## config.mk

```make
export PLATFORM = sky130hd
export DESIGN_NAME = hex_display_scan
export DESIGN_NICKNAME = d
export VERILOG_FILES = /design/src/rtl/hex_display_scan.sv
export SDC_FILE = /design/constraint.sdc
export NUM_CORES = 1
export LEC_CHECK = 0
export CAP_MARGIN = 20
export CORE_MARGIN = 4
export CORE_UTILIZATION = 36
export DETAILED_ROUTE_END_ITERATION = 8
export PLACE_DENSITY = 0.66
export SLEW_MARGIN = 10
export SYNTH_ARGS = -nofsm -noshare
export SYNTH_HDL_FRONTEND = slang
export SYNTH_SLANG_ARGS = --single-unit
```

## constraint.sdc

```tcl
create_clock -name clk -period 7.2 [get_ports clk]
set_clock_uncertainty 0.15 [all_clocks]
set_input_delay 2.16 -clock clk [delete_from_list [all_inputs] [get_ports clk]]
set_output_delay 2.16 -clock clk [all_outputs]
set_load 0.01 [all_outputs]
```

## src/rtl/hex_display_scan.sv

```systemverilog
// hex_display_scan: time-multiplexed multi-digit hex display driver.
// Captures ResultW on a valid strobe into a shadow register and scans it
// one nibble per digit slot across NUM_DIGITS common-anode digits.
// Optional build macro: LEADING_ZERO_BLANK_EN blanks leading zero digits
// (digit 0 always shown).
module hex_display_scan #(
   parameter int NUM_DIGITS     = 8,
   parameter int DATA_W         = 32,
   parameter int REFRESH_DIV    = 100000,
   parameter bit SEG_ACTIVE_LOW = 1'b1,
   parameter bit AN_ACTIVE_LOW  = 1'b1
) (
   input  logic                  clk,
   input  logic                  rst,
   input  logic [DATA_W-1:0]     ResultW,
   input  logic                  ResultValid,
   input  logic                  hold,
   output logic [6:0]            display,
   output logic [NUM_DIGITS-1:0] anode
);

   localparam int SHW_W = 4 * NUM_DIGITS;
   localparam int IDX_W = (NUM_DIGITS > 1) ? $clog2(NUM_DIGITS) : 1;
   localparam int PRE_W = $clog2(REFRESH_DIV);
   localparam logic [IDX_W-1:0]      LAST_IDX = IDX_W'(NUM_DIGITS - 1);
   localparam logic [PRE_W-1:0]      LAST_PRE = PRE_W'(REFRESH_DIV - 1);
   localparam logic [6:0]            SEG_OFF  = {7{SEG_ACTIVE_LOW}};
   localparam logic [NUM_DIGITS-1:0] AN_OFF   = {NUM_DIGITS{AN_ACTIVE_LOW}};

   typedef enum logic {S_IDLE, S_SCAN} state_t;

   state_t                          r_state, w_state_nxt;
   logic [SHW_W-1:0]                r_shadow;
   logic [SHW_W-1:0]                w_ext;
   logic [NUM_DIGITS-1:0][3:0]      w_nib;
   logic [PRE_W-1:0]                r_presc;
   logic                            w_tick;
   logic [IDX_W-1:0]                r_idx, w_idx_nxt;
   logic [6:0]                      w_seg_on, w_disp_nxt, r_display;
   logic [NUM_DIGITS-1:0]           w_an_on, w_an_nxt, r_anode;
   logic                            w_blank;

   // Active-high glyph {g,f,e,d,c,b,a}; b and d are lowercase.
   function automatic logic [6:0] f_glyph(input logic [3:0] n);
      case (n)
         4'h0: f_glyph = 7'h3F;
         4'h1: f_glyph = 7'h06;
         4'h2: f_glyph = 7'h5B;
         4'h3: f_glyph = 7'h4F;
         4'h4: f_glyph = 7'h66;
         4'h5: f_glyph = 7'h6D;
         4'h6: f_glyph = 7'h7D;
         4'h7: f_glyph = 7'h07;
         4'h8: f_glyph = 7'h7F;
         4'h9: f_glyph = 7'h6F;
         4'hA: f_glyph = 7'h77;
         4'hB: f_glyph = 7'h7C;
         4'hC: f_glyph = 7'h39;
         4'hD: f_glyph = 7'h5E;
         4'hE: f_glyph = 7'h79;
         default: f_glyph = 7'h71;
      endcase
   endfunction

   // Zero-extend ResultW to the full digit width; missing upper nibbles read 0.
   always_comb begin
      w_ext = '0;
      w_ext[DATA_W-1:0] = ResultW;
   end

   assign w_nib = r_shadow;

   // Shadow capture; hold freezes the displayed value and drops strobes.
   always_ff @(posedge clk or negedge rst) begin
      if (!rst)                        r_shadow <= '0;
      else if (ResultValid && !hold)   r_shadow <= w_ext;
   end

   assign w_tick = (r_presc == LAST_PRE);

   // Slot prescaler: 0..REFRESH_DIV-1, tick on the last count.
   always_ff @(posedge clk or negedge rst) begin
      if (!rst)        r_presc <= '0;
      else if (w_tick) r_presc <= '0;
      else             r_presc <= r_presc + 1'b1;
   end

   // Scan FSM state and digit index registers.
   always_ff @(posedge clk or negedge rst) begin
      if (!rst) begin
         r_state <= S_IDLE;
         r_idx   <= '0;
      end else begin
         r_state <= w_state_nxt;
         r_idx   <= w_idx_nxt;
      end
   end

   // Next state / next index: IDLE leaves on the first tick with index 0,
   // SCAN advances and wraps the index on every tick.
   always_comb begin
      w_state_nxt = r_state;
      w_idx_nxt   = r_idx;
      unique case (r_state)
         S_IDLE: begin
            if (w_tick) begin
               w_state_nxt = S_SCAN;
               w_idx_nxt   = '0;
            end
         end
         S_SCAN: begin
            if (w_tick)
               w_idx_nxt = (r_idx == LAST_IDX) ? '0 : r_idx + 1'b1;
         end
         default: w_state_nxt = S_IDLE;
      endcase
   end

`ifdef LEADING_ZERO_BLANK_EN
   logic [NUM_DIGITS-1:0] w_upper_zero;   // bit i: nibbles i..NUM_DIGITS-1 all zero

   // Suffix-AND of per-nibble zero flags from the top digit down.
   always_comb begin
      w_upper_zero = '0;
      w_upper_zero[NUM_DIGITS-1] = (w_nib[NUM_DIGITS-1] == 4'h0);
      for (int i = NUM_DIGITS - 2; i >= 0; i--)
         w_upper_zero[i] = w_upper_zero[i+1] && (w_nib[i] == 4'h0);
   end

   assign w_blank = (w_idx_nxt != '0) && w_upper_zero[w_idx_nxt];
`else
   assign w_blank = 1'b0;
`endif

   assign w_seg_on   = f_glyph(w_nib[w_idx_nxt]);
   assign w_disp_nxt = w_blank ? SEG_OFF
                               : (SEG_ACTIVE_LOW ? ~w_seg_on : w_seg_on);

   // One-hot enable for the digit about to be shown.
   always_comb begin
      w_an_on = '0;
      w_an_on[w_idx_nxt] = 1'b1;
   end

   assign w_an_nxt = AN_ACTIVE_LOW ? ~w_an_on : w_an_on;

   // Anode and segments load together on the tick edge so they never skew.
   always_ff @(posedge clk or negedge rst) begin
      if (!rst) begin
         r_display <= SEG_OFF;
         r_anode   <= AN_OFF;
      end else if (w_tick) begin
         r_display <= w_disp_nxt;
         r_anode   <= w_an_nxt;
      end
   end

   assign display = r_display;
   assign anode   = r_anode;

endmodule

```

==> results of run 1 <==
==> per-stage QoR <==
stage	setup slack [ps]	util [%]	hold WS, ps	std cells	power (mW)
final	3410	46.6	323	506	0.893
after global routing	3150	46.6	351	506	0.935
after CTS	3410	46.6	328	506	0.903
after detailed placement	3410	44.2	316	490	0.548
after global placement	3450	44.2	310	490	0.545
after floorplan	3710	-	298	320	0.500
==> final timing paths <==
| kind | start | endpoint | depth (start not counted) |
|---|---|---|---|
| worst min register to register | display[2] | display[2] | 2 |
| worst max register to register | r_presc[0] | display[5] | 13 |
| min in group asynchronous | rst | r_presc[14] | 2 |
| worst max-delay path | r_presc[0] | display[5] | 13 |
| max in group asynchronous | rst | r_presc[12] | 2 |
| worst min-delay path | display[2] | display[2] | 2 |
==> tightest hold or removal path: cells and delay by family (launching register included) <==
family	cells	cell delay (ps)
flops	1	380
compound gates	1	50
simple gates	1	40
==> flip-flops by register name, indices dropped and copies added, names as in the netlist <==
register  count
r_shadow     32
r_presc      17
anode         8
display       7
r_idx         3
r_state       1
==> logic make-up (layout without fill, tap and decap cells) <==
group                      after synthesis  after routing  share of synthesized area (%)
muxes                                   47             47                           15.3
DFF                                     68             68                           48.6
AOI/OAI and AO/OA                       55             55                           10.8
and+or+nand+nor                        108            108                           15.9
xor gates and xnor gates                13             13                           3.22
buffers and inverters                   19             76                           2.72
adders and majority gates               10             10                           3.53
==> report_power, final <==
part | switching [mW] | leakage (nW) | internal [mW]
clock | 0.155 | 0.110 | 0.197
combinational | 0.0527 | 0.856 | 0.0618
sequential | 0.0177 | 0.809 | 0.409
total | 0.225 | 1.78 | 0.668
==> per-layer routing <==
layer | global-route usage, % | share of wire [%] | up-vias
met1 | 19.3 | 46 | 1285
met5 | 0 | 0 | -
met3 | 3.79 | 5.1 | 16
met4 | 4.84 | 1.7 | 0
li1 | - | - | 1247
met2 | 23.1 | 47 | 76
==> cell type report <==
type	count	area, um2	share of cell area, %
Sequential cell	68	1720	39.3
Tap cell	129	161	3.68
Multi-Input combinational cell	233	1730	39.4
Clock inverter	7	98.8	2.26
Timing Repair Buffer	53	518	11.8
Clock buffer	9	124	2.83
Inverter	7	33.8	0.771
==> cells in the final DEF, fill, tap and decap left out, drive strengths merged, types with 4 or more instances in the layout <==
master         instances
xor2                   6
mux2                  36
ha                    10
inv                    9
xnor2                  7
and4                   4
o21ai                 11
buf                    4
a32oi                  4
nor2                  32
a21oi                 23
nand2b                 5
clkbuf                 9
nand3                  8
nand2                 31
dfrtp                 53
nand4                  7
nor2b                  4
clkdlybuf4s50         49
mux2i                 11
dfstp                 15
==> run metrics, run 1 <==
slowest CP cell=mux2i_4; P&R area growth vs syn=23.8%; largest area contributor in the netlist=dfrtp_1; fill cell count=886; Initial Utilization=a little under two fifths; Vias/cell=slightly above 5; detailed-route DRC error count=0; top cell type's share of synthesized area=a little under two fifths; critical path fanouts, max=9; PortBufs=50; layout cells sized above 1=23.6%; Top FF cell, synth=dfrtp_1; Clock Latency Late Sink=roughly 350 ps; flop2flop setup slack=3410 ps; Antenna diodes=0; critical path's top delay family=simple AND/OR/NAND/NOR gates; CP Launch Type=flop; fin crit period=about 3800 ps; Setup Viol. Count Final=0; Req. time, crit path=approximately 7300 ps; EDFF count, synth=0; DR WL/cell=around 16 um; fmax=about 260 MHz; CTS max path bufs=2; Synth area leaders=dfrtp_1, mux2_2, dfstp_2, ha_1, nor2_1; unrepaired setup endpoints after global routing=false; Vias=2624; library cells used by synthesis=52; Slew headroom=43.7%; number of I/O pins=51; vias in the first global route=roughly 2.7k; max_cap viols=0; Synth Warn #=0; DRT Pass-1 Iters=5; htree depth=3; CORE AREA=roughly 0.0094 mm2; Slew Limit Fails=0; first-pass GRT wire length=between 10000 and 15000 um; Syn Nets=~370; Mapped Avg Cell Area=between 10 and 15 um2; top cells by instance count after synthesis=dfrtp_1, mux2_2, nor2_1; CTS Hold Bufs=0; Global Route Usage Sum=around 15%; GRT Residual Overflow=0; row cnt=35; Synth Cell Area=0.00354 mm2; Worst Hold Class=reg -> reg; Static Leakage=approximately 1.8 nW; Buf/Inv on CP=2; post-synthesis sequential area ratio=between 40% and 50%; Post-layout nets=418; cell count after synthesis=between 300 and 400; largest net degree at the start of global routing=69; most common cell in the netlist=dfrtp_1; clock-pin slew of the registers on the worst-case setup and hold paths=around 70 ps; final period utilization=between 50% and 60%; 1st-iter DRT viols=100; CTS tree=yes; async set or reset register ratio after synthesis=100%; Arrival @ worst endpoint=3910 ps; P per Cell Area=around 200 mW/mm2; initial antenna violation count=0; crit-path cells=ha_1, and4_1, and4_4, mux2i_4, mux2_2, a22o_1, nor2_1, inv_1, ha_1, inv_1, mux2i_1, a221oi_2, nor2_1; Post-DP HPWL=~5700 um; Final ANT Viol Nets=0; synthesis-stage register bit count=68; dpl cell area=0.00416 mm2; final instance area=0.00438 mm2; gpl congestion=0.855; CTS root buf=clkbuf_8; chip width=between 100 and 150 um; Peak VDD IR=approximately 0.12 mV; Final Hold Fails=0; PostCTS Resize Cnt=0; critical setup path kind=reg -> reg; Sink Count=about 70; die area=between 0.01 and 0.015 mm2; postcts setup bufs=0; CTS buffer count=9; slowest stage delay, CP=approximately 480 ps; setup TNS=0 ps; worst slew pin tran=approximately 840 ps; DRT Wirelength=~8000 um; Die Ht=roughly 110 um; CP Capture Type=flop; run status=completed
No activity file was read; power rests on OpenSTA's default activity.
==> inputs of run 2 (changes only) <==
- clock period: 7.2 -> 3.6 ns (I/O delays scaled with it)
==> run 2 against run 1 <==
  * Worst setup slack worse by 3100 ps
  * Sequential share of layout area is 0.49 points lower
  * Maximum frequency is 14% higher
  * Total power is 93% higher
  * First-iteration DRC count is 7.0% higher
  * Count of clock-buffer cells in the layout is 1 higher
  * Critical path depth stayed put
  * Utilization is 0.58 points higher
  * Final cell count is 1.8% higher
  * Hold slack better by 5.0 ps
  * Critical path type unchanged
  * Highest routed layer unchanged
==> run metrics, run 2 (same netlist as run 1, synthesis figures left out) <==
Largest register FFs=32 (unchanged); detailed-route DRC error count=0 (unchanged); Initial Utilization=37.6% (unchanged); combinational share of power=13.5% (+0.7 points); CTS buffer count=9 (unchanged); Vias/cell=5.06 (-2.5%); Global Route Usage Sum=14.7% (+0.16 points); final period utilization=92.3% (+40 points); Worst Hold Class=reg -> reg; largest net degree at the start of global routing=33 (-52%); DRT Pass-1 Iters=4 (-1); max_cap viols=0 (unchanged); worst setup path endpoint=display[5]; Pint=1.27 mW (+90%); Static Leakage=1.81 nW (+1.8%); Slew headroom=69.8% (+26 points); met1 wire length=3570 um (-2.0%); CTS max path bufs=2 (unchanged); Final Hold Fails=0 (unchanged); crit-path cells=ha_1, and4_2, and4_4, mux2i_4, mux2_2, a22o_1, nor2_1, inv_1, ha_1, inv_1, mux2i_1, a221oi_2, nor2_1; worst slew pin tran=448 ps (-394 ps); first-pass GRT wire length=13300 um (-0.62%); Final ANT Viol Nets=0 (unchanged); initial antenna violation count=0 (unchanged); row cnt=35 (unchanged); CP Launch Type=flop; Sink Count=68 (unchanged); slowest stage delay, CP=390 ps (-90 ps); Clock Latency Late Sink=350 ps (about the same); critical setup path kind=reg -> reg; clock power share=36.8% (-2.6 points); die area=0.0115 mm2 (unchanged); Biggest register=r_shadow; most frequent cells in the layout=dfrtp_1, clkdlybuf4s50_1, mux2_2, nor2_1, nand2_1; worst reg2reg path depth=13 (unchanged); Antenna diodes=0 (unchanged); slowest CP cell=dfrtp_1; CP Capture Type=flop; 1st-iter DRT viols=107 (+7.0%); fin crit period=3320 ps (-466 ps); vias in the first global route=2703 (-1.4%); DR WL/cell=15.3 um (-1.4%); P per Cell Area=388 mW/mm2 (+91%); clock-pin slew of the registers on the worst-case setup and hold paths=80 ps (about the same); Arrival @ worst endpoint=3450 ps (-460 ps); layout cells sized above 1=25.9% (+2.3 points); flop2flop setup slack=280 ps (-3130 ps); Top Metal Used=met4; CTS Hold Bufs=0 (unchanged); hold slack=328 ps (+4.97 ps); reg2reg start=r_presc[0]; chip width=107 um (unchanged); Final Core Density=47.1% (+0.58 points); run status=completed; Req. time, crit path=3730 ps (-3590 ps); PortBufs=50 (unchanged); Sw Share=26.3% (+1.1 points); setup TNS=0 ps (unchanged); Peak VDD IR=0.256 mV (+120%); GRT Residual Overflow=0 (unchanged); fmax=301 MHz (+14%); Vias=2604 (-0.76%); Power Total=1.72 mW (+93%); Net Sw Power=0.452 mW (+100%); most common cell after layout, fill and taps aside=dfrtp_1; met2 wire len=3690 um (+0.49%); Setup Viol. Count Final=0 (unchanged); htree depth=3 (unchanged); CTS tree=yes; Post-layout nets=427 (+2.2%); Die Ht=107 um (unchanged); CORE AREA=0.00942 mm2 (unchanged); critical path fanouts, max=6 (-3); gpl congestion=0.864 (+1.1%); CTS root buf=clkbuf_8; Flop pwr share=49.7% (+1.9 points); number of I/O pins=51 (unchanged); met3 WL=479 um (+19%); r2r endpoint=display[5]; Slew Limit Fails=0 (unchanged); fill cell count=889 (+0.34%); Post-DP HPWL=5900 um (+2.8%); unrepaired setup endpoints after global routing=false; DRT Wirelength=7890 um (+0.39%); P&R area growth vs syn=25.3%; CP startpoint=r_presc[0]
-- run 2: power groups by stage --
stage	Sequential, mW	Combinational (mW)	Clock (mW)
detailed placement	0.872	0.230	0
CTS	0.857	0.232	0.652
global route	0.865	0.259	0.686
finish	0.856	0.232	0.635
floorplan	0.853	0.147	0
global placement	0.872	0.225	0
-- run 2: cell type report --
class / instances / area [um2] / area share, %
sequential: 68 / 1720 / 38.8
clock buffer: 10 / 128 / 2.88
timing repair buffer: 62 / 586 / 13.2
tap: 129 / 161 / 3.64
inverter: 7 / 33.8 / 0.761
multi-input combinational: 233 / 1740 / 39.1
clock inverter: 6 / 72.6 / 1.64
-- run 2: worst max-delay path: cells and delay by family (launching register included) --
kind,cells,cell delay [ps]
buffers and inverters,2,200
and+or+nand+nor,4,770
AOI/OAI and AO/OA,2,520
muxes,3,760
DFF,1,390
adders and majority gates,2,460
-- run 2: routing by layer --
layer,GRT usage (%),vias to the layer above
met3,5.00,18
met4,5.57,0
met1,18.8,1244
li1,-,1271
met2,22.9,71
met5,0,-
-- run 2: what timing repair did --
item,CTS,global route
setup endpoints to repair,0,2
gates resized for setup,0,3
buffers inserted,0,2
-- run 2: worst min path at each step --
stage / from / endpoint / slack [ps] / cells after the start
after CTS: display[2] / display[2] / 330 / 2
after detailed placement: display[2] / display[2] / 320 / 2
after floorplan: r_presc[0] / r_presc[0] / 300 / 1
after global routing: display[2] / display[2] / 360 / 2
after global placement: r_presc[0] / r_presc[0] / 310 / 1
final: display[2] / display[2] / 330 / 2
-- run 2: metrics by stage --
stage,worst slack [ps],cells,area [um2]
CTS,152,513,4410
detailed placement,176,497,4210
global route,0.719,515,4440
finish,278,515,4440
global placement,314,497,4210
floorplan,111,320,3540
==> inputs of run 3 (changes only) <==
- MAX_ROUTING_LAYER: unset -> met4
==> run 3 against run 2 <==
  * Maximum frequency about the same
  * First-iteration DRC count rose by 5.6%
  * Register-to-register slack is essentially flat
  * Critical path type unchanged
==> run metrics, run 3 (same netlist as run 1, synthesis figures left out) <==
run status=completed; Static Leakage=1.81 nW (unchanged); P&R area growth vs syn=25.3% (unchanged); die area=0.0115 mm2 (unchanged); layout cells sized above 1=25.9% (unchanged); DRT Pass-1 Iters=4 (unchanged); CP Capture Type=flop; max_cap viols=0 (unchanged); Slew Limit Fails=0 (unchanged); Slew headroom=69.8% (about the same); gpl congestion=0.878 (+1.6%); setup TNS=0 ps (unchanged); Place WS=176 ps (unchanged); Post-DP HPWL=5900 um (unchanged); Final ANT Viol Nets=0 (unchanged); GRT Residual Overflow=0 (unchanged); final period utilization=92.3% (about the same); Peak VDD IR=0.256 mV (about the same); Biggest register=r_shadow; dpl cell area=0.00421 mm2 (unchanged); Multi-input gate area=0.00174 mm2 (unchanged); Vias/cell=5.10 (+0.81%); number of I/O pins=51 (unchanged); critical setup path kind=reg -> reg; Post-layout nets=427 (unchanged); clock-pin slew of the registers on the worst-case setup and hold paths=80 ps (about the same); fmax=301 MHz (about the same); initial antenna violation count=0 (unchanged); P per Cell Area=388 mW/mm2 (about the same); most frequent cells in the layout=dfrtp_1, clkdlybuf4s50_1, mux2_2, nor2_1, nand2_1; CP Launch Type=flop; fill cell count=889 (unchanged); Antenna diodes=0 (unchanged); CTS buffer count=9 (unchanged); DR WL/cell=15.3 um (-0.16%); vias in the first global route=2717 (+0.52%); Worst Hold Class=reg -> reg; Setup Viol. Count Final=0 (unchanged); Global Route Usage Sum=15.1% (+0.41 points); most common cell after layout, fill and taps aside=dfrtp_1; PortBufs=50 (unchanged); fin crit period=3320 ps (+1.99 ps); Req. time, crit path=3730 ps (about the same); worst slew pin tran=448 ps (-0.00107 ps); critical path fanouts, max=6 (unchanged); largest net degree at the start of global routing=33 (unchanged); DRT Wirelength=7880 um (-0.16%); Sequential cell area=0.00172 mm2 (unchanged); htree depth=3 (unchanged); Sink Count=68 (unchanged); slowest stage delay, CP=390 ps (about the same); CTS tree=yes; CTS root buf=clkbuf_8; CTS max path bufs=2 (unchanged); Clock Latency Late Sink=350 ps (about the same); 1st-iter DRT viols=113 (+5.6%); Vias=2625 (+0.81%); CORE AREA=0.00942 mm2 (unchanged); slowest CP cell=dfrtp_1; final instance area=0.00444 mm2 (unchanged); first-pass GRT wire length=13300 um (about the same); Final Core Density=47.1% (unchanged); row cnt=35 (unchanged); chip width=107 um (unchanged); crit-path cells=ha_1, and4_2, and4_4, mux2i_4, mux2_2, a22o_1, nor2_1, inv_1, ha_1, inv_1, mux2i_1, a221oi_2, nor2_1; Die Ht=107 um (unchanged); Largest register FFs=32 (unchanged); Final WS setup=276 ps (-1.99 ps); Arrival @ worst endpoint=3450 ps (about the same); Final Hold Fails=0 (unchanged); unrepaired setup endpoints after global routing=false; Initial Utilization=37.6% (unchanged); detailed-route DRC error count=0 (unchanged)
==> run 3: cell counts in the layout (fill, tap and decap cells not counted) <==
No cell type changed its count.
==> run 3: area by class of cell <==
| type | instances | area share, % |
|---|---|---|
| clock inverter | 6 | 1.64 |
| tap | 129 | 3.64 |
| sequential | 68 | 38.8 |
| clock buffer | 10 | 2.88 |
| timing repair buffer | 62 | 13.2 |
| multi-input combinational | 233 | 39.1 |
| inverter | 7 | 0.761 |
==> run 3: critical path, delay by kind of cell (launching register included) <==
family	cells	cell delay, ps
simple gates	4	770
mux	3	770
compound gates	2	510
fa+ha+maj	2	460
flops	1	390
buf+inv	2	210
==> run 3: stage by stage <==
stage	cells	hold slack, ps	power, mW
3_3_place_gp	497	309	1.10
6_report	515	327	1.72
3_5_place_dp	497	322	1.10
5_1_grt	515	365	1.81
2_1_floorplan	320	298	1.00
4_1_cts	513	333	1.74
==> run 3: power breakdown <==
part | total (mW) | internal, mW | leakage (nW) | switching (mW)
logic | 0.232 | 0.127 | 0.902 | 0.105
registers | 0.856 | 0.818 | 0.809 | 0.0385
clock network | 0.634 | 0.326 | 0.0971 | 0.308
==> run 3: worst paths after layout <==
path                             from          to  slack [ps]  depth (start not counted)
min in group asynchronous         rst  r_presc[4]         490                          1
min                        display[2]  display[2]         330                          2
max reg2reg                r_presc[0]  display[5]         280                         13
max in group asynchronous         rst  display[0]        2080                          2
max                        r_presc[0]  display[5]         280                         13
min reg2reg                display[2]  display[2]         330                          2
==> run 3: timing repair <==
item | 4_1_cts | 5_1_grt
buffers inserted | 0 | 2
resized for setup | 0 | 3
setup endpoints to repair | 0 | 2
hold buffers | 0 | 0
==> run 3: layer usage <==
layer	vias to the layer above	GRT usage (%)	wire [um]
met3	19	4.64	441
met2	84	23.0	3660
met1	1251	19.0	3620
met4	0	5.57	148
li1	1271	-	-
met5	-	-	0
